## config.mk

```make
export PLATFORM = sky130hd
export DESIGN_NAME = clkdiv_ctrl
export DESIGN_NICKNAME = d
export VERILOG_FILES = /design/src/rtl/clkdiv_ctrl_pkg.sv /design/src/rtl/clkdiv_ctrl_core.sv /design/src/rtl/clkdiv_ctrl.sv
export SDC_FILE = /design/constraint.sdc
export NUM_CORES = 1
export LEC_CHECK = 0
export ABC_AREA = 1
export ABC_CLOCK_PERIOD_IN_PS = 6700
export CAP_MARGIN = 20
export CORE_MARGIN = 3
export CORE_UTILIZATION = 31
export DETAILED_ROUTE_END_ITERATION = 16
export HOLD_SLACK_MARGIN = 0.15
export PLACE_DENSITY_LB_ADDON = 0.12
export SLEW_MARGIN = 20
export SYNTH_ARGS = -nofsm -noshare
export SYNTH_HDL_FRONTEND = slang
export SYNTH_SLANG_ARGS = --single-unit
```

## constraint.sdc

```tcl
create_clock -name clk -period 6.7 [get_ports clk]
set_input_delay 1.34 -clock clk [delete_from_list [all_inputs] [get_ports clk]]
set_output_delay 1.34 -clock clk [all_outputs]
set_load 0.02 [all_outputs]
```

## src/rtl/clkdiv_ctrl_pkg.sv

```systemverilog
// clkdiv_ctrl_pkg: shared state encoding and default ratio width for the clock divider
package clkdiv_ctrl_pkg;
    localparam int RW_DEF = 4;
    typedef enum logic [1:0] {STOP, RUN, PEND} state_e;
endpackage

```

## src/rtl/clkdiv_ctrl_core.sv

```systemverilog
// clkdiv_core: phase counter, duty-cycle flops and glitch-free output mux of the divider
module clkdiv_core
    import clkdiv_ctrl_pkg::*;
#(
    parameter int RW = RW_DEF
) (
    input  logic          clk,
    input  logic          rst,
    input  logic [RW-1:0] ratio_i,
    input  logic [RW-1:0] nxt_ratio_i,
    input  logic          run_i,
    output logic          clk_out_o,
    output logic          period_end_o,
    output logic          period_start_o
);
    localparam logic [RW-1:0] ONE = RW'(1);
    logic [RW-1:0] posc_q, posc_d;
    logic [RW:0]   half;
    logic          p_q, p_d, n_q, en_q, running;
    assign running        = ratio_i != '0;
    assign half           = ({1'b0, ratio_i} + 1'b1) >> 1;
    assign period_end_o   = running && (posc_q == ratio_i - 1'b1);
    assign period_start_o = running && (posc_q == '0);
    assign clk_out_o      = (ratio_i == ONE) ? (clk & en_q) : (ratio_i[0] ? (p_q & n_q) : p_q);
    // next phase count and high-phase flag; a fresh period always opens high
    always_comb begin
        posc_d = (!run_i || !running || period_end_o) ? '0 : posc_q + 1'b1;
        p_d    = run_i && (posc_d == '0 || {1'b0, posc_d} < half);
    end
    // posedge phase counter and high-phase register
    always_ff @(posedge clk) begin
        if (rst) begin
            posc_q <= '0;
            p_q    <= 1'b0;
        end else begin
            posc_q <= posc_d;
            p_q    <= p_d;
        end
    end
    // negedge half-cycle shadow of p (masked for N=1) and N=1 gate enable looked up one period ahead
    always_ff @(negedge clk) begin
        if (rst) begin
            n_q  <= 1'b0;
            en_q <= 1'b0;
        end else begin
            n_q  <= p_q && (ratio_i != ONE);
            en_q <= nxt_ratio_i == ONE;
        end
    end
endmodule

```

## src/rtl/clkdiv_ctrl.sv

```systemverilog
// clkdiv_ctrl: ratio-change handshake and STOP/RUN/PEND sequencing around the divider core
module clkdiv_ctrl
    import clkdiv_ctrl_pkg::*;
#(
    parameter int RW = RW_DEF
) (
    input  logic          clk,
    input  logic          rst,
    input  logic          req_valid,
    input  logic [RW-1:0] req_ratio,
    output logic          req_ready,
    output logic          clk_out,
    output logic [RW-1:0] active_ratio,
    output logic          period_start
);
    state_e        state_q, state_d;
    logic [RW-1:0] active_q, active_d, pend_q, pend_d, nxt_ratio;
    logic          acc, period_end;
    assign active_ratio = active_q;
    assign nxt_ratio    = (state_q == PEND) ? pend_q : active_q;
    // next-state, ratio loading and handshake; new ratios only take effect at a period boundary
    always_comb begin
        state_d   = state_q;
        active_d  = active_q;
        pend_d    = pend_q;
        req_ready = state_q != PEND;
        acc       = req_valid && req_ready;
        if (state_q == STOP) begin
            if (acc && req_ratio != '0) begin
                state_d  = RUN;
                active_d = req_ratio;
            end
        end else if (state_q == RUN) begin
            if (acc) begin
                state_d = PEND;
                pend_d  = req_ratio;
            end
        end else if (period_end) begin
            active_d = pend_q;
            pend_d   = '0;
            state_d  = (pend_q != '0) ? RUN : STOP;
        end
    end
    // state and ratio registers
    always_ff @(posedge clk) begin
        if (rst) begin
            state_q  <= STOP;
            active_q <= '0;
            pend_q   <= '0;
        end else begin
            state_q  <= state_d;
            active_q <= active_d;
            pend_q   <= pend_d;
        end
    end
    clkdiv_core #(.RW(RW)) u_core (
        .clk           (clk),
        .rst           (rst),
        .ratio_i       (active_q),
        .nxt_ratio_i   (nxt_ratio),
        .run_i         (state_d != STOP),
        .clk_out_o     (clk_out),
        .period_end_o  (period_end),
        .period_start_o(period_start)
    );
endmodule

```

==> results of run 1 <==
worst max-delay path, stage by stage, from the launching register on:
cell and delay (ns):
dfxtp_1 0.30, nand2_1 0.04, o22ai_1 0.17, clkdlybuf4s50_1 0.62
report_power, final:
group	switching, mW	internal, mW
Sequential	0.0132	0.113
Clock	0.0420	0.0462
Combinational	0.0680	0.0448
Total	0.123	0.204
cells in the final DEF, fill, tap and decap left out, types with 2 or more instances in the layout:
| cell | instances |
|---|---|
| a211oi_1 | 5 |
| a21oi_1 | 12 |
| a31oi_1 | 2 |
| clkbuf_4 | 6 |
| clkdlybuf4s50_1 | 13 |
| dfxtp_1 | 17 |
| ha_1 | 8 |
| inv_1 | 27 |
| inv_2 | 4 |
| nand2_1 | 31 |
| nand2_2 | 6 |
| nand3_1 | 7 |
| nand3_2 | 2 |
| nand4_1 | 2 |
| nor2_1 | 18 |
| nor2_2 | 2 |
| nor4_1 | 2 |
| o21ai_0 | 7 |
| xnor2_1 | 2 |
| xor2_1 | 4 |
kinds of logic after synthesis:
group | count (synthesis)
buf+inv | 32
xor+xnor | 6
compound gates | 28
fa+ha+maj | 8
simple gates | 73
flops | 17
how the worst min path moves through the flow:
stage                      startpoint                      to  slack, ns  cells past startpoint
6_report       pend_q[3]$_SDFFE_PP0P_  pend_q[3]$_SDFFE_PP0P_       0.50                      2
5_1_grt        pend_q[3]$_SDFFE_PP0P_  pend_q[3]$_SDFFE_PP0P_       0.55                      2
4_1_cts        pend_q[3]$_SDFFE_PP0P_  pend_q[3]$_SDFFE_PP0P_       0.51                      2
3_5_place_dp   pend_q[3]$_SDFFE_PP0P_  pend_q[3]$_SDFFE_PP0P_       0.49                      2
3_3_place_gp   pend_q[3]$_SDFFE_PP0P_  pend_q[3]$_SDFFE_PP0P_       0.49                      2
2_1_floorplan  pend_q[3]$_SDFFE_PP0P_  pend_q[3]$_SDFFE_PP0P_       0.46                      2
per-stage QoR:
step                std cells  hold WS (ns)
CTS                       228        0.5061
global placement          220        0.4909
detailed placement        220        0.4887
global route              228        0.5497
floorplan                 164        0.4608
finish                    228        0.5042
state kept, by name (all words and copies together) (netlist names):
register,cells
active_ratio,4
pend_q,4
state_q,2
u_core.en_q,1
u_core.n_q,1
u_core.p_q,1
u_core.posc_q,4
cell type report:
type / instances / area share (%)
sequential: 17 / 25.40
clock inverter: 3 / 0.8403
multi-input combinational: 115 / 48.55
tap: 46 / 4.295
clock buffer: 7 / 4.108
timing repair buffer: 12 / 8.964
inverter: 28 / 7.843
per-layer routing:
| metal | track usage (%) | share of wire, % | wire, µm |
|---|---|---|---|
| met1 | 17.79 | 52 | 1342 |
| met2 | 20.57 | 43 | 1116 |
| met3 | 5.782 | 3.8 | 97 |
| met4 | 4.315 | 0.47 | 12 |
| met5 | 0 | 0 | 0 |
==> results by group, run 1 <==
Layout
  – Share of layout cells above drive strength 1: between 10% and 20%
  – P&R area growth vs syn: 19.00%
  – Util after Layout: between 30% and 40%
  – Number of diodes: 0
  – Storage cell area: ~340 µm²
  – # fillers: around 370
  – Net count reported at finish: slightly below 200
  – Fin area: 1340 µm²
  – Multi-input gate area: between 600 and 700 µm²

STA
  – Final slew viol count: 0
  – Max transition margin: 67.30%
  – Final worst slack: ~0.41 ns
  – Layout Skew: between 0.06 and 0.07 ns
  – Slew of the pin with the lowest slew margin: slightly below 0.5 ns
  – Final Hold Viols: 0
  – Fin Setup TNS: 0 ns
  – Setup violations, final: 0
  – RSZ-0062 raised after global routing: no

Logic synthesis
  – Commonest cells in the netlist: nand2_1 (31), inv_1 (26), nor2_1 (18), dfxtp_1 (17), a21oi_1 (12)
  – Top-area cell type share of the netlist area: between 30% and 40%
  – Mapped Cells: about 160
  – Post-synthesis adder-cell area fraction: about 8.9%
  – Ys flop type: dfxtp_1
  – Simple-Gate Fraction of Synth Area: between 30% and 40%
  – Main combinational cell family by area after synthesis: simple AND/OR/NAND/NOR gates
  – Largest cells by area after synthesis: dfxtp_1 (30%), nand2_1 (10%), ha_1 (8.9%)
  – Mean area per synthesized cell: between 6 and 7 µm²
  – Xor/xnor cell area share of the yosys netlist: 4.667%
  – Post-synth EDFFs: 0
  – Post-synthesis cell type count: 25
  – Complex-gate fraction of the synthesized area: approximately 14%
  – Mapped Area: ~1100 µm²
  – Sequential area share after synthesis: around 30%
  – Synthesized flop and latch total: 17
  – Synth area leader: dfxtp_1
  – Yosys warnings: 0
  – Post-synth net total: between 150 and 200
  – Asr flop ratio synth: 0%
  – Count leader, synth: nand2_1
  – Mux contribution to synthesized area: 0%

Placement
  – Hpwl dp: roughly 2000 µm
  – GP Congestion: 0.8150
  – Placed Area: ~1300 µm²
  – Post-Place Setup Slack: between 0.9 and 1 ns
  – # port buffers: 13

Floorplanning
  – Ports: 14
  – Die ar.: ~4400 µm²
  – Starting density of the core: between 30% and 40%
  – FP Rows: 21
  – Die Span Y: 66.27 µm
  – Die Wd: between 60 and 70 µm
  – Core ar.: 3416 µm²

Worst setup path
  – End of the worst register-to-register path: u_core.n_q$_SDFF_NP0_
  – End of the critical path: clk_out
  – CP Launch Type: flop
  – Kind of end point of the critical path: output port
  – CP startpoint: u_core.en_q$_SDFF_NP0_
  – R2R setup slack: between 2 and 2.5 ns
  – Crit Path Category: reg2out
  – Req. time, crit path: roughly 5.4 ns
  – FF-to-FF path depth: 4
  – Worst Path Arrival: about 5 ns
  – Worst Path Max Fanout: 1
  – Reg2reg start: active_ratio[0]$_SDFFE_PP0P_

Drt
  – DRC viols: 0
  – Initial DRC Count: 33
  – Antenna-violating nets left: 0
  – WL per Instance: 11.27 µm
  – DR vias: 1046
  – DR vias/cell: approximately 4.6
  – DRT Pass-1 Iters: 4
  – WL final: roughly 2600 µm

Clock network
  – PostCTS Resize Cnt: 0
  – Post-CTS Setup Inserts: 0
  – Clk_lat worst skew: ~0.46 ns
  – Hold_buf cts: 0
  – Clk pin slew, worst setup/hold paths: about 0.09 ns
  – CTS tree: done

Global route
  – Vias in the first global route: about 1000
  – Largest net degree at the start of global routing: 14
  – Gr ovfl total: 0
  – First-pass GRT wire length: about 4500 µm
  – Initial antenna violation count: 0
  – Total track usage: between 10% and 20%

Power
  – Total power: 0.3270 mW
  – Leak: 0.6529 nW
  – Max IR drop VDD: between 100 and 150 µV
  – Total power divided by cell area: 244.0 nW/µm²

Run
  – Max-cap viol count: 0

Outcome
  – Outcome: finished, final reports clean

Min path
  – HP Class: reg2reg
Note: power is estimated with default switching activity, not from simulation.
==> run 2, diff against run 1 <==
--- a/config.mk
+++ b/config.mk
@@ -6,14 +6,15 @@
 export NUM_CORES = 1
 export LEC_CHECK = 0
 export ABC_AREA = 1
-export ABC_CLOCK_PERIOD_IN_PS = 6700
+export ABC_CLOCK_PERIOD_IN_PS = 7500
 export CAP_MARGIN = 20
+export CELL_PAD_IN_SITES_DETAIL_PLACEMENT = 0
+export CELL_PAD_IN_SITES_GLOBAL_PLACEMENT = 1
 export CORE_MARGIN = 3
 export CORE_UTILIZATION = 31
 export DETAILED_ROUTE_END_ITERATION = 16
 export HOLD_SLACK_MARGIN = 0.15
 export PLACE_DENSITY_LB_ADDON = 0.12
-export SLEW_MARGIN = 20
 export SYNTH_ARGS = -nofsm -noshare
 export SYNTH_HDL_FRONTEND = slang
 export SYNTH_SLANG_ARGS = --single-unit
==> constraint.sdc (replaced) <==
create_clock -name clk -period 7.5 [get_ports clk]
set_input_delay 1.5 -clock clk [delete_from_list [all_inputs] [get_ports clk]]
set_output_delay 1.5 -clock clk [all_outputs]
set_load 0.02 [all_outputs]
==> run 2 against run 1 <==
Final area about the same. Wire length up 1.3%. Cell count unchanged. Global-route usage up 0.16 points. Worst hold slack better by 0.010 ns. Die area unchanged. Sequential cell count unchanged. Clock skew up 0.00085 ns. Clock power down 6.0%. Critical endpoint unchanged. Largest power group unchanged.
==> results by group, run 2 (synthesized netlist as in run 1, its figures left out) <==
Outcome
  – Outcome: finished, final reports clean (unchanged)

Clock network
  – Clk_lat worst skew: 0.46 ns (about the same)
  – Post-CTS Setup Inserts: 0 (unchanged)
  – PostCTS Resize Cnt: 0 (unchanged)
  – CTS tree: done (unchanged)
  – Hold_buf cts: 0 (unchanged)
  – Clk pin slew, worst setup/hold paths: 0.11 ns (was 0.09 ns)

Power
  – Sw frac: 38.29% (was 37.66%)
  – Switch Pwr: 0.1132 mW (was 0.1231 mW)
  – Total power: 0.2956 mW (was 0.3270 mW)
  – Max IR drop VDD: 94.99 µV (was 128.9 µV)
  – Total power divided by cell area: 220.4 nW/µm² (was 244.0 nW/µm²)
  – Leak: 0.6526 nW (was 0.6529 nW)
  – Combinational power share: 33.8% (was 34.5%)
  – Share of total power in sequential cells: 38.1% (was 38.5%)
  – Clock share of power: 28.0% (was 27.0%)
  – P_int: 0.1824 mW (was 0.2039 mW)

Placement
  – Post-Place Setup Slack: 1.174 ns (was 0.9326 ns)
  – # port buffers: 13 (unchanged)
  – Hpwl dp: 2120 µm (was 2040 µm)
  – Placed Area: 1287 µm² (unchanged)
  – GP Congestion: 0.7465 (was 0.8150)
  – Placed Cells incl. Taps: 220 (unchanged)

Min path
  – Hold Startpoint: pend_q[1]$_SDFFE_PP0P_ (was pend_q[3]$_SDFFE_PP0P_)
  – Hold worst-path end: pend_q[1]$_SDFFE_PP0P_ (was pend_q[3]$_SDFFE_PP0P_)
  – HP Class: reg2reg (unchanged)
  – Worst Hold Depth: 2 (unchanged)

Floorplanning
  – Die Span Y: 66.27 µm (unchanged)
  – Starting density of the core: 32.97% (unchanged)
  – Die Wd: 66.27 µm (unchanged)
  – FP Rows: 21 (unchanged)
  – Core ar.: 3416 µm² (unchanged)
  – Die ar.: 4392 µm² (unchanged)
  – Ports: 14 (unchanged)

Layout
  – P&R area growth vs syn: 19.11% (was 19.00%)
  – Number of diodes: 0 (unchanged)
  – Most common cell after layout, fill and taps aside: nand2_1 (unchanged)
  – Net count reported at finish: 198 (unchanged)
  – Fin area: 1341 µm² (was 1340 µm²)
  – Finished Layout Cells: 228 (unchanged)
  – Util after Layout: 39.27% (was 39.23%)
  – # fillers: 396 (was 369)
  – Share of layout cells above drive strength 1: 12.09% (unchanged)
  – Commonest non-fill, non-tap cells in the layout: nand2_1 (31), inv_1 (27), nor2_1 (18) (unchanged)

Global route
  – First-pass GRT wire length: 4567 µm (was 4547 µm)
  – Vias in the first global route: 1063 (was 1028)
  – Gr ovfl total: 0 (unchanged)
  – Total track usage: 13.93% (was 13.77%)
  – Largest net degree at the start of global routing: 14 (unchanged)
  – Initial antenna violation count: 0 (unchanged)

STA
  – Final worst slack: 0.5878 ns (was 0.4129 ns)
  – Fin Setup TNS: 0 ns (unchanged)
  – Setup violations, final: 0 (unchanged)
  – Max transition margin: 63.31% (was 67.30%)
  – RSZ-0062 raised after global routing: no (unchanged)
  – Tightest hold margin: 0.5146 ns (was 0.5042 ns)
  – Layout Skew: 0.07016 ns (was 0.06931 ns)
  – Slew of the pin with the lowest slew margin: 0.5467 ns (was 0.4872 ns)
  – Final slew viol count: 0 (unchanged)
  – Final Hold Viols: 0 (unchanged)

Drt
  – DRT Pass-1 Iters: 4 (unchanged)
  – WL per Instance: 11.42 µm (was 11.27 µm)
  – DR vias: 1081 (was 1046)
  – DR vias/cell: 4.741 (was 4.588)
  – Antenna-violating nets left: 0 (unchanged)
  – Initial DRC Count: 44 (was 33)
  – DRC viols: 0 (unchanged)
  – WL final: 2604 µm (was 2570 µm)

Worst setup path
  – Reg2reg start: active_ratio[0]$_SDFFE_PP0P_ (unchanged)
  – R2R setup slack: 2.72 ns (was 2.35 ns)
  – FF-to-FF path depth: 4 (unchanged)
  – CP startpoint: u_core.en_q$_SDFF_NP0_ (unchanged)
  – Req. time, crit path: 6.00 ns (was 5.36 ns)
  – Kind of end point of the critical path: output port (unchanged)
  – Worst Path Max Fanout: 1 (unchanged)
  – CP Launch Type: flop (unchanged)
  – Crit Path Category: reg2out (unchanged)
  – Worst Path Arrival: 5.41 ns (was 4.95 ns)
  – End of the worst register-to-register path: u_core.n_q$_SDFF_NP0_ (unchanged)

Run
  – Max-cap viol count: 0 (unchanged)
==> run 2: layout make-up <==
cell class                 count  area [µm²]  share of cell area [%]
clock buffer                   7       55.05                   4.104
clock inverter                 3       12.51                  0.9328
inverter                      28       105.1                   7.836
multi-input combinational    115       650.6                   48.51
sequential                    17       340.3                   25.37
tap                           46       57.56                   4.291
timing repair buffer          12       120.1                   8.955
==> run 2: worst max-delay path by stage <==
stage / endpoint / slack (ns)
after CTS: clk_out / 0.57
after global routing: clk_out / 0.49
after detailed placement: clk_out / 1.17
final: clk_out / 0.59
after floorplan: clk_out / 1.55
after global placement: clk_out / 1.18
==> run 2: power groups by stage <==
stage          clock [mW]  sequential [mW]  combinational, mW
2_1_floorplan     0.00530            0.112             0.0746
3_3_place_gp      0.00769            0.115              0.101
3_5_place_dp      0.00769            0.115              0.100
4_1_cts            0.0857            0.113              0.101
5_1_grt            0.0892            0.114              0.116
6_report           0.0829            0.113              0.100
==> run 2: per-layer routing <==
metal  vias to the layer above  global-route usage (%)  wire length (µm)
li1                        560                       -                 -
met1                       486                   19.06              1330
met2                        29                   19.70              1109
met3                         6                   3.401               125
met4                         0                   7.614                38
met5                         -                       0                 0
==> run 2: worst max-delay path, stage by stage, from the launching register on <==
cell and delay, ns:
dfxtp_1 0.31, nand2_1 0.05, o22ai_1 0.19, clkdlybuf4s50_1 0.65
